==> config.mk <==
export PLATFORM = sky130hd
export DESIGN_NAME = prpg_seq_engine
export DESIGN_NICKNAME = d
export VERILOG_FILES = /design/src/rtl/prpg_pkg.sv /design/src/rtl/prpg_lfsr_step.sv /design/src/rtl/prpg_seq_engine.sv
export SDC_FILE = /design/constraint.sdc
export NUM_CORES = 2
export LEC_CHECK = 0
export BUFFER_PORTS_ARGS = -buffer_cell sky130_fd_sc_hd__buf_2
export CELL_PAD_IN_SITES_DETAIL_PLACEMENT = 1
export CELL_PAD_IN_SITES_GLOBAL_PLACEMENT = 1
export CORE_ASPECT_RATIO = 0.75
export CORE_UTILIZATION = 45
export DETAILED_ROUTE_END_ITERATION = 10
export PLACE_DENSITY_LB_ADDON = 0.1
export SETUP_SLACK_MARGIN = 0.5
export SYNTH_ARGS = -nofsm -noshare
export SYNTH_HDL_FRONTEND = slang
export SYNTH_SLANG_ARGS = --single-unit
==> constraint.sdc <==
create_clock -name clk -period 13.3 [get_ports clk]
set_input_delay 1.995 -clock clk [delete_from_list [all_inputs] [get_ports clk]]
set_output_delay 1.995 -clock clk [all_outputs]
set_load 0.005 [all_outputs]
==> src/rtl/prpg_pkg.sv <==
// Shared definitions for the PRPG sequence engine: opcodes, FSM states and
// LFSR mode encodings. Optional feature macro: PRPG_MISR_EN (enables OP_MISR).
package prpg_pkg;

   localparam int OP_W = 4;

   // LFSR mode encodings
   localparam logic GALOIS    = 1'b0;
   localparam logic FIBONACCI = 1'b1;

   typedef enum logic [OP_W-1:0] {
      OP_HALT  = 4'd0,
      OP_CFG   = 4'd1,
      OP_SEED  = 4'd2,
      OP_RUN   = 4'd3,
      OP_IADDR = 4'd4,
      OP_ST    = 4'd5,
      OP_LD    = 4'd6,
      OP_AADD  = 4'd7,
      OP_MODE  = 4'd8,
      OP_MISR  = 4'd9
   } op_e;

   typedef enum logic [2:0] {
      S_IDLE  = 3'd0,
      S_FETCH = 3'd1,
      S_EXEC  = 3'd2,
      S_RUN   = 3'd3,
      S_DONE  = 3'd4
   } state_e;

endpackage

==> src/rtl/prpg_lfsr_step.sv <==
// One-step next-state function for the programmable LFSR.
// Galois: bit W-1 is the feedback bit, XORed into every tapped position.
// Fibonacci: shift left, new bit 0 is the parity of the tapped state bits.
// Optional feature macro: PRPG_MISR_EN (adds sig_in, XORed into the result).
module prpg_lfsr_step
   import prpg_pkg::*;
#(
   parameter int W = 16
) (
   input  logic [W-1:0] q,
   input  logic [W-1:0] tap,
   input  logic         mode,
`ifdef PRPG_MISR_EN
   input  logic [W-1:0] sig_in,
`endif
   output logic [W-1:0] q_next
);

   logic         w_fb;
   logic [W-1:0] w_galois;
   logic [W-1:0] w_fibonacci;
   logic [W-1:0] w_step;

   assign w_fb = q[W-1];

   // tap[0] never matters: bit 0 always receives the feedback bit itself.
   assign w_galois    = {q[W-2:0], w_fb} ^ ({tap[W-1:1], 1'b0} & {W{w_fb}});
   assign w_fibonacci = {q[W-2:0], ^(q & tap)};

   // Select the step flavour and fold in the signature input when present
   always_comb begin
      // NOTE: every combinational output gets a value on all paths, else a latch is inferred.
      w_step = (mode == FIBONACCI) ? w_fibonacci : w_galois;
`ifdef PRPG_MISR_EN
      q_next = w_step ^ sig_in;
`else
      q_next = w_step;
`endif
   end

endmodule

==> src/rtl/prpg_seq_engine.sv <==
// PRPG sequence engine: fetches instructions from a synchronous program ROM,
// configures and runs a W-bit LFSR for multi-cycle step counts, and moves
// patterns to and from a DEPTH-entry pattern memory.
// Optional feature macro: PRPG_MISR_EN (sig_in port and the MISR opcode).
module prpg_seq_engine
   import prpg_pkg::*;
#(
   parameter int W     = 16,
   parameter int DEPTH = 256,
   parameter int AW    = $clog2(DEPTH),
   parameter int PC_W  = 6,
   parameter int IW    = OP_W + W
) (
   input  logic            clk,
   input  logic            rst_n,
   input  logic            start,
   output logic [PC_W-1:0] prog_addr,
   input  logic [IW-1:0]   prog_instr,
   output logic [W-1:0]    q,
   output logic            busy,
   output logic            done,
   output logic            err,
   input  logic [AW-1:0]   dbg_addr,
   output logic [W-1:0]    dbg_data
`ifdef PRPG_MISR_EN
   ,
   input  logic [W-1:0]    sig_in
`endif
);

   // ---------------------------------------------------------------------
   // State
   // ---------------------------------------------------------------------
   state_e          r_state;
   logic [PC_W-1:0] r_pc;
   logic [W-1:0]    r_q;
   logic [W-1:0]    r_tap;
   logic            r_mode;
   logic [AW-1:0]   r_addr;
   logic [W-1:0]    r_run_cnt;
   logic            r_busy;
   logic            r_done;
   logic            r_err;
   logic [W-1:0]    r_dbg_data;
`ifdef PRPG_MISR_EN
   logic            r_misr;
`endif

   logic [W-1:0]    r_mem [DEPTH];

   // ---------------------------------------------------------------------
   // Decode
   // ---------------------------------------------------------------------
   logic [OP_W-1:0] w_op;
   logic [W-1:0]    w_opnd;
   logic            w_opnd_zero;
   logic            w_pc_last;
   logic            w_legal;
   logic            w_starts_run;
   logic [W-1:0]    w_seed;
   logic [W-1:0]    w_q_step;

   assign w_op        = prog_instr[IW-1:W];
   assign w_opnd      = prog_instr[W-1:0];
   assign w_opnd_zero = (w_opnd == '0);
   assign w_pc_last   = &r_pc;
   // A zero seed would lock the LFSR at zero, so it is replaced by 1.
   assign w_seed      = w_opnd_zero ? W'(1) : w_opnd;

   // Classify the fetched opcode: legal at all, and whether it enters RUN
   always_comb begin
      w_legal      = 1'b0;
      w_starts_run = 1'b0;
      case (w_op)
         OP_HALT, OP_CFG, OP_SEED, OP_IADDR,
         OP_ST, OP_LD, OP_AADD, OP_MODE: w_legal = 1'b1;
         OP_RUN: begin
            w_legal      = 1'b1;
            w_starts_run = !w_opnd_zero;
         end
`ifdef PRPG_MISR_EN
         OP_MISR: begin
            w_legal      = 1'b1;
            w_starts_run = !w_opnd_zero;
         end
`endif
         default: w_legal = 1'b0;
      endcase
   end

   // ---------------------------------------------------------------------
   // LFSR next state
   // ---------------------------------------------------------------------
`ifdef PRPG_MISR_EN
   logic [W-1:0] w_sig;
   // Plain RUN steps must not see the signature input.
   assign w_sig = r_misr ? sig_in : '0;
`endif

   prpg_lfsr_step #(.W(W)) u_step (
      .q      (r_q),
      .tap    (r_tap),
      .mode   (r_mode),
`ifdef PRPG_MISR_EN
      .sig_in (w_sig),
`endif
      .q_next (w_q_step)
   );

   // ---------------------------------------------------------------------
   // Sequencer FSM and architectural registers
   // ---------------------------------------------------------------------
   // Advance the FSM, execute the decoded instruction, step the LFSR in RUN
   always_ff @(posedge clk or negedge rst_n) begin
      // NOTE: state is updated with non-blocking assignments so every register samples pre-edge values.
      if (!rst_n) begin
         r_state   <= S_IDLE;
         r_pc      <= '0;
         r_q       <= '0;
         r_tap     <= '0;
         r_mode    <= GALOIS;
         r_addr    <= '0;
         r_run_cnt <= '0;
         r_busy    <= 1'b0;
         r_done    <= 1'b0;
         r_err     <= 1'b0;
`ifdef PRPG_MISR_EN
         r_misr    <= 1'b0;
`endif
      end else begin
         r_done <= 1'b0;
         case (r_state)
            S_IDLE: begin
               if (start) begin
                  r_pc    <= '0;
                  r_err   <= 1'b0;
                  r_busy  <= 1'b1;
                  r_state <= S_FETCH;
               end
            end

            // prog_addr already shows pc; the ROM word arrives next cycle.
            S_FETCH: r_state <= S_EXEC;

            S_EXEC: begin
               if (!w_legal || w_op == OP_HALT) begin
                  r_err   <= r_err | !w_legal;
                  r_busy  <= 1'b0;
                  r_done  <= 1'b1;
                  r_state <= S_DONE;
               end else begin
                  case (w_op)
                     OP_CFG:   r_tap  <= w_opnd;
                     OP_SEED:  r_q    <= w_seed;
                     OP_IADDR: r_addr <= w_opnd[AW-1:0];
                     OP_LD:    r_q    <= r_mem[r_addr];
                     OP_AADD:  r_addr <= r_addr + w_opnd[AW-1:0];
                     OP_MODE:  r_mode <= w_opnd[0];
                     OP_RUN:   r_run_cnt <= w_opnd;
`ifdef PRPG_MISR_EN
                     OP_MISR:  r_run_cnt <= w_opnd;
`endif
                     default: ;
                  endcase
`ifdef PRPG_MISR_EN
                  r_misr <= (w_op == OP_MISR);
`endif
                  if (w_starts_run) begin
                     r_state <= S_RUN;
                  end else if (w_pc_last) begin
                     // Falling off the end of the program is an error.
                     r_err   <= 1'b1;
                     r_busy  <= 1'b0;
                     r_done  <= 1'b1;
                     r_state <= S_DONE;
                  end else begin
                     r_pc    <= r_pc + 1'b1;
                     r_state <= S_FETCH;
                  end
               end
            end

            S_RUN: begin
               r_q       <= w_q_step;
               r_run_cnt <= r_run_cnt - 1'b1;
               if (r_run_cnt == W'(1)) begin
                  if (w_pc_last) begin
                     r_err   <= 1'b1;
                     r_busy  <= 1'b0;
                     r_done  <= 1'b1;
                     r_state <= S_DONE;
                  end else begin
                     r_pc    <= r_pc + 1'b1;
                     r_state <= S_FETCH;
                  end
               end
            end

            // done was raised on entry; this cycle just returns to IDLE.
            S_DONE: r_state <= S_IDLE;

            default: r_state <= S_IDLE;
         endcase
      end
   end

   // ---------------------------------------------------------------------
   // Pattern memory
   // ---------------------------------------------------------------------
   // Store q on ST; the array itself is never cleared
   always_ff @(posedge clk) begin
      // NOTE: the memory array has no reset so it maps onto RAM; its contents are undefined after reset.
      if (r_state == S_EXEC && w_op == OP_ST) begin
         r_mem[r_addr] <= r_q;
      end
   end

   // Registered debug read port; a same-cycle ST returns the old word
   always_ff @(posedge clk or negedge rst_n) begin
      if (!rst_n) begin
         r_dbg_data <= '0;
      end else begin
         r_dbg_data <= r_mem[dbg_addr];
      end
   end

   // ---------------------------------------------------------------------
   // Outputs
   // ---------------------------------------------------------------------
   assign prog_addr = r_pc;
   assign q         = r_q;
   assign busy      = r_busy;
   assign done      = r_done;
   assign err       = r_err;
   assign dbg_data  = r_dbg_data;

endmodule

==> results.rst <==
.. list-table::
   :header-rows: 1

   * - Metric
     - Value
   * - Area taken by multi-input logic gates
     - 65550 um^2
   * - Root buffer selected by CTS
     - sky130_fd_sc_hd__clkbuf_16
   * - Internal power
     - between 20 and 30 mW
   * - Synthesized-area fraction occupied by ao, oa, aoi and oai cells
     - under 10%
   * - Post-Synthesis Net Count
     - a little under 9000
   * - Warning count from the yosys run
     - 0
   * - Crit path capture type
     - flip-flop
   * - Via count of the first global-routing pass
     - about 110k
   * - Data arrival time of the critical path
     - 7.99 ns
   * - Switch share
     - 33.97%
   * - Maximum fanout encountered on the critical timing path
     - between 80 and 90
   * - Power dissipated by switching net loads
     - approximately 14 mW
   * - Post-route worst hold slack
     - 0.5003 ns
   * - Power share of the sequential group
     - 40.5%
   * - Category of the critical setup timing path
     - in2reg
   * - Global-route wire length before repair
     - 991500 um
   * - Fraction of layout cells with a size suffix above 1
     - a little over two fifths
   * - Floorplan die width
     - roughly 760 um
   * - Ys flop type
     - sky130_fd_sc_hd__edfxtp_1
   * - Post-Syn Area per Cell
     - 22.10 um^2
   * - Kind of launch point of the worst setup path
     - primary input
   * - Max-slew violation count
     - 0
   * - Count of flip-flops with a built-in enable after synthesis
     - just over 4000
   * - Final Skew
     - roughly 0.045 ns
   * - Post-detailed-route DRC marker count
     - 0
   * - Fraction of the yosys area taken by sequential cells
     - approximately 65%
   * - Maximum number of pins on one net before global-route repair
     - around 190
   * - Worst voltage drop across the vdd grid
     - 0.1986 mV
   * - Required time at the worst-slack endpoint
     - 14.17 ns
   * - P per Cell Area
     - 193.0 nW/um^2
   * - Run status
     - completed
   * - Filler Cells Inserted
     - 36694
   * - Worst-skew pair later-pin latency
     - 1.05 ns
   * - Register area
     - roughly 130000 um^2
   * - Clock sink total
     - 4181
   * - Hold buffer count at cts
     - 0
   * - DIE AREA
     - between 400000 and 500000 um^2
   * - Summed negative setup slack over all endpoints
     - 0 ns
   * - Cell area after synthesis
     - slightly below 200000 um^2
   * - Post-synth top area share
     - 63.69%
   * - Area of the core region
     - between 400000 and 500000 um^2
   * - Routed Wire Length
     - 744700 um
   * - Antenna-violating nets left
     - 0
   * - Clock buffer depth
     - 4
   * - Inserted Clock Buffers
     - around 420
   * - First DRT Iteration DRCs
     - 18671
   * - HPWL after detailed placement
     - 457700 um
   * - Number of instances in the synthesized netlist
     - between 8000 and 9000
   * - Combinational family with the most area after synthesis
     - multiplexers
   * - Via count
     - approximately 110k
   * - Post-synthesis share of cell area spent on and, or, nand and nor gates
     - about 1.5%
   * - Leftover overflow at the end of global routing
     - 0
   * - Worst hold path type
     - reg2reg
   * - Hold Violations, Final
     - 0
   * - Number of port buffers
     - approximately 70
   * - Mux share of post-synthesis cell area
     - a little under a third
   * - Cell type contributing the most total cell area after synthesis
     - sky130_fd_sc_hd__edfxtp_1
   * - Initial Util
     - between 40% and 50%
   * - Minimum clock period
     - between 7 and 8 ns
   * - Leakage Power
     - 65.71 nW
   * - Floorplan die height
     - roughly 570 um
   * - Mean routed wirelength per cell
     - just under 50 um
   * - TritonRoute pass-1 iters
     - 6
   * - Synth area leaders
     - sky130_fd_sc_hd__edfxtp_1 64%, sky130_fd_sc_hd__mux4_2 29%, sky130_fd_sc_hd__dfrtp_1 1.1%
   * - Portion of total power attributed to combinational logic
     - between 30% and 40%
   * - Peak Freq
     - around 140 MHz
   * - Final count of negative-setup-slack endpoints
     - 0
   * - RD Place Congestion
     - about 0.89
   * - Share of synthesized flip-flops with an asynchronous set or reset
     - between 2 and 2.5%
   * - Final clock period utilization by the worst path
     - between 50% and 60%
   * - Placed cell count
     - approximately 14000
   * - Final net count
     - between 9000 and 10000
   * - Total I/O pin count
     - between 70 and 80
   * - Initial antenna violation count
     - 81
   * - Synth Register Bits
     - approximately 4200
   * - Area growth syn-to-layout
     - 12.09%
   * - Global routing usage summed across all routing layers
     - approximately 34%
   * - Post-CTS repair timing setup buffer count
     - 0
   * - Layout Cells excl Fill
     - about 15000
   * - Clk pin slew, worst setup/hold paths
     - around 0.070 ns
   * - RSZ-0062 raised after global routing
     - no
   * - Adder-cell share of the synthesized area
     - less than 1%
   * - Slew @ Worst Pin
     - 1.440 ns
   * - Remaining max-slew budget at the tightest pin
     - roughly 3.1%
   * - Unique cell type count in the Yosys netlist
     - ~70
   * - Standard-cell row count
     - 207
   * - Avg Vias per Cell
     - ~7.3
   * - Power share of the clock group
     - between 20% and 30%
   * - Quantity of gates resized following cts
     - 0
   * - Xor-xnor portion of the synthesized cell area
     - less than 1%
   * - TritonCTS clock tree
     - built
   * - Max capacitance violation total
     - 0
   * - Max H-tree Level
     - 5
==> worst paths after layout <==
| path | cells past startpoint | slack, ns | end | start |
|---|---|---|---|---|
| max | 9 | 6.18 | dbg_data[3]$_DFF_PN0_ | dbg_addr[1] |
| min | 1 | 0.50 | r_run_cnt[14]$_DFFE_PN0P_ | r_run_cnt[14]$_DFFE_PN0P_ |
| max reg2reg | 10 | 6.86 | q[11]$_DFFE_PN0P_ | r_addr[0]$_DFFE_PN0P_ |
| min reg2reg | 1 | 0.50 | r_run_cnt[14]$_DFFE_PN0P_ | r_run_cnt[14]$_DFFE_PN0P_ |
| max in group asynchronous | 2 | 10.38 | q[11]$_DFFE_PN0P_ | rst_n |
| min in group asynchronous | 1 | 1.10 | r_run_cnt[1]$_DFFE_PN0P_ | rst_n |
==> metrics by stage <==
stage | setup WS, ns | power [mW] | instance area [um^2] | util, %
finish | 6.181 | 41.78 | 216500 | 50.87
global route | 6.221 | 42.60 | 216400 | 50.85
CTS | 6.114 | 41.62 | 216300 | 50.84
detailed placement | 5.018 | 29.49 | 202500 | 47.60
global placement | 4.991 | 29.25 | 202500 | 47.59
floorplan | 8.035 | 24.31 | 193100 | -
==> Yosys cell counts, types with 23 or more instances <==
library cell	number
sky130_fd_sc_hd__edfxtp_1	4096
sky130_fd_sc_hd__mux4_2	2527
sky130_fd_sc_hd__clkbuf_1	387
sky130_fd_sc_hd__nor2_1	334
sky130_fd_sc_hd__buf_2	175
sky130_fd_sc_hd__nand2_1	165
sky130_fd_sc_hd__a22oi_1	159
sky130_fd_sc_hd__a21oi_1	86
sky130_fd_sc_hd__dfrtp_1	85
sky130_fd_sc_hd__mux2i_1	77
sky130_fd_sc_hd__buf_1	66
sky130_fd_sc_hd__o21ai_0	65
sky130_fd_sc_hd__buf_4	59
sky130_fd_sc_hd__nand3_1	43
sky130_fd_sc_hd__nor3_1	33
sky130_fd_sc_hd__mux2_2	29
sky130_fd_sc_hd__xnor2_1	23
==> cell type report <==
cell class	count	area share [%]
Timing Repair Buffer	586	2.162
Sequential cell	4181	57.84
Multi-Input combinational cell	3839	30.28
Inverter	14	0.02774
Antenna cell	40	0.04624
Clock inverter	252	1.192
Tap cell	5643	3.262
Clock buffer	530	5.188
==> critical path, cell delays in order <==
cell and delay (ns):
sky130_fd_sc_hd__buf_8 0.53, sky130_fd_sc_hd__buf_4 0.73, sky130_fd_sc_hd__buf_4 0.89, sky130_fd_sc_hd__buf_4 0.78
sky130_fd_sc_hd__mux4_2 0.43, sky130_fd_sc_hd__mux4_2 0.54, sky130_fd_sc_hd__mux4_2 0.59, sky130_fd_sc_hd__a22oi_1 1.14
sky130_fd_sc_hd__nand2_1 0.17
==> power by group through the flow <==
| stage | clock network [mW] | logic, mW | registers (mW) |
|---|---|---|---|
| floorplan | 0 | 6.39 | 17.9 |
| global placement | 0 | 12.1 | 17.1 |
| detailed placement | 0 | 12.3 | 17.2 |
| CTS | 12.4 | 12.4 | 16.9 |
| global route | 12.8 | 12.9 | 16.9 |
| finish | 12.3 | 12.6 | 16.9 |
==> layout by cell type (no fill, tap or decap), types with 21 or more instances in the layout <==
cell,count
sky130_fd_sc_hd__nor2_2,259
sky130_fd_sc_hd__nor2_1,72
sky130_fd_sc_hd__mux2i_1,77
sky130_fd_sc_hd__clkinv_2,83
sky130_fd_sc_hd__clkbuf_16,433
sky130_fd_sc_hd__buf_2,64
sky130_fd_sc_hd__clkbuf_1,94
sky130_fd_sc_hd__a21oi_1,86
sky130_fd_sc_hd__o21ai_0,61
sky130_fd_sc_hd__nand2_1,147
sky130_fd_sc_hd__nor3_1,32
sky130_fd_sc_hd__buf_12,32
sky130_fd_sc_hd__buf_4,483
sky130_fd_sc_hd__mux2_2,29
sky130_fd_sc_hd__diode_2,40
sky130_fd_sc_hd__xnor2_1,23
sky130_fd_sc_hd__a22oi_1,156
sky130_fd_sc_hd__dfrtp_4,21
sky130_fd_sc_hd__a211oi_1,21
sky130_fd_sc_hd__nand3_1,43
sky130_fd_sc_hd__dfrtp_1,63
sky130_fd_sc_hd__mux4_2,2527
sky130_fd_sc_hd__edfxtp_1,4096
sky130_fd_sc_hd__clkinv_1,92
sky130_fd_sc_hd__bufinv_16,50
==> logic make-up (layout without fill, tap and decap cells) <==
family                     count (synthesis)  after routing
xor gates and xnor gates                  34             34
adders and majority gates                 11             11
muxes                                   2633           2633
buffers and inverters                    719           1382
and+or+nand+nor                          673            673
other                                      0             40
AOI/OAI and AO/OA                        488            488
DFF                                     4181           4181
==> registers in the layout, indices dropped and copies added, names as in the netlist, 3 cells and up <==
| register | count |
|---|---|
| r_state | 3 |
| r_mem | 4096 |
| r_tap | 16 |
| prog_addr | 6 |
| r_addr | 8 |
| dbg_data | 16 |
| q | 16 |
| r_run_cnt | 16 |
==> layer usage <==
| layer | track usage [%] | vias up | wire [um] |
|---|---|---|---|
| li1 | - | 39645 | - |
| met1 | 48.56 | 61804 | 283900 |
| met2 | 49.06 | 7854 | 326100 |
| met3 | 11.38 | 1376 | 98390 |
| met4 | 14.15 | 54 | 35670 |
| met5 | 0.4016 | - | 585 |
Power figures use the tool's default switching activity.
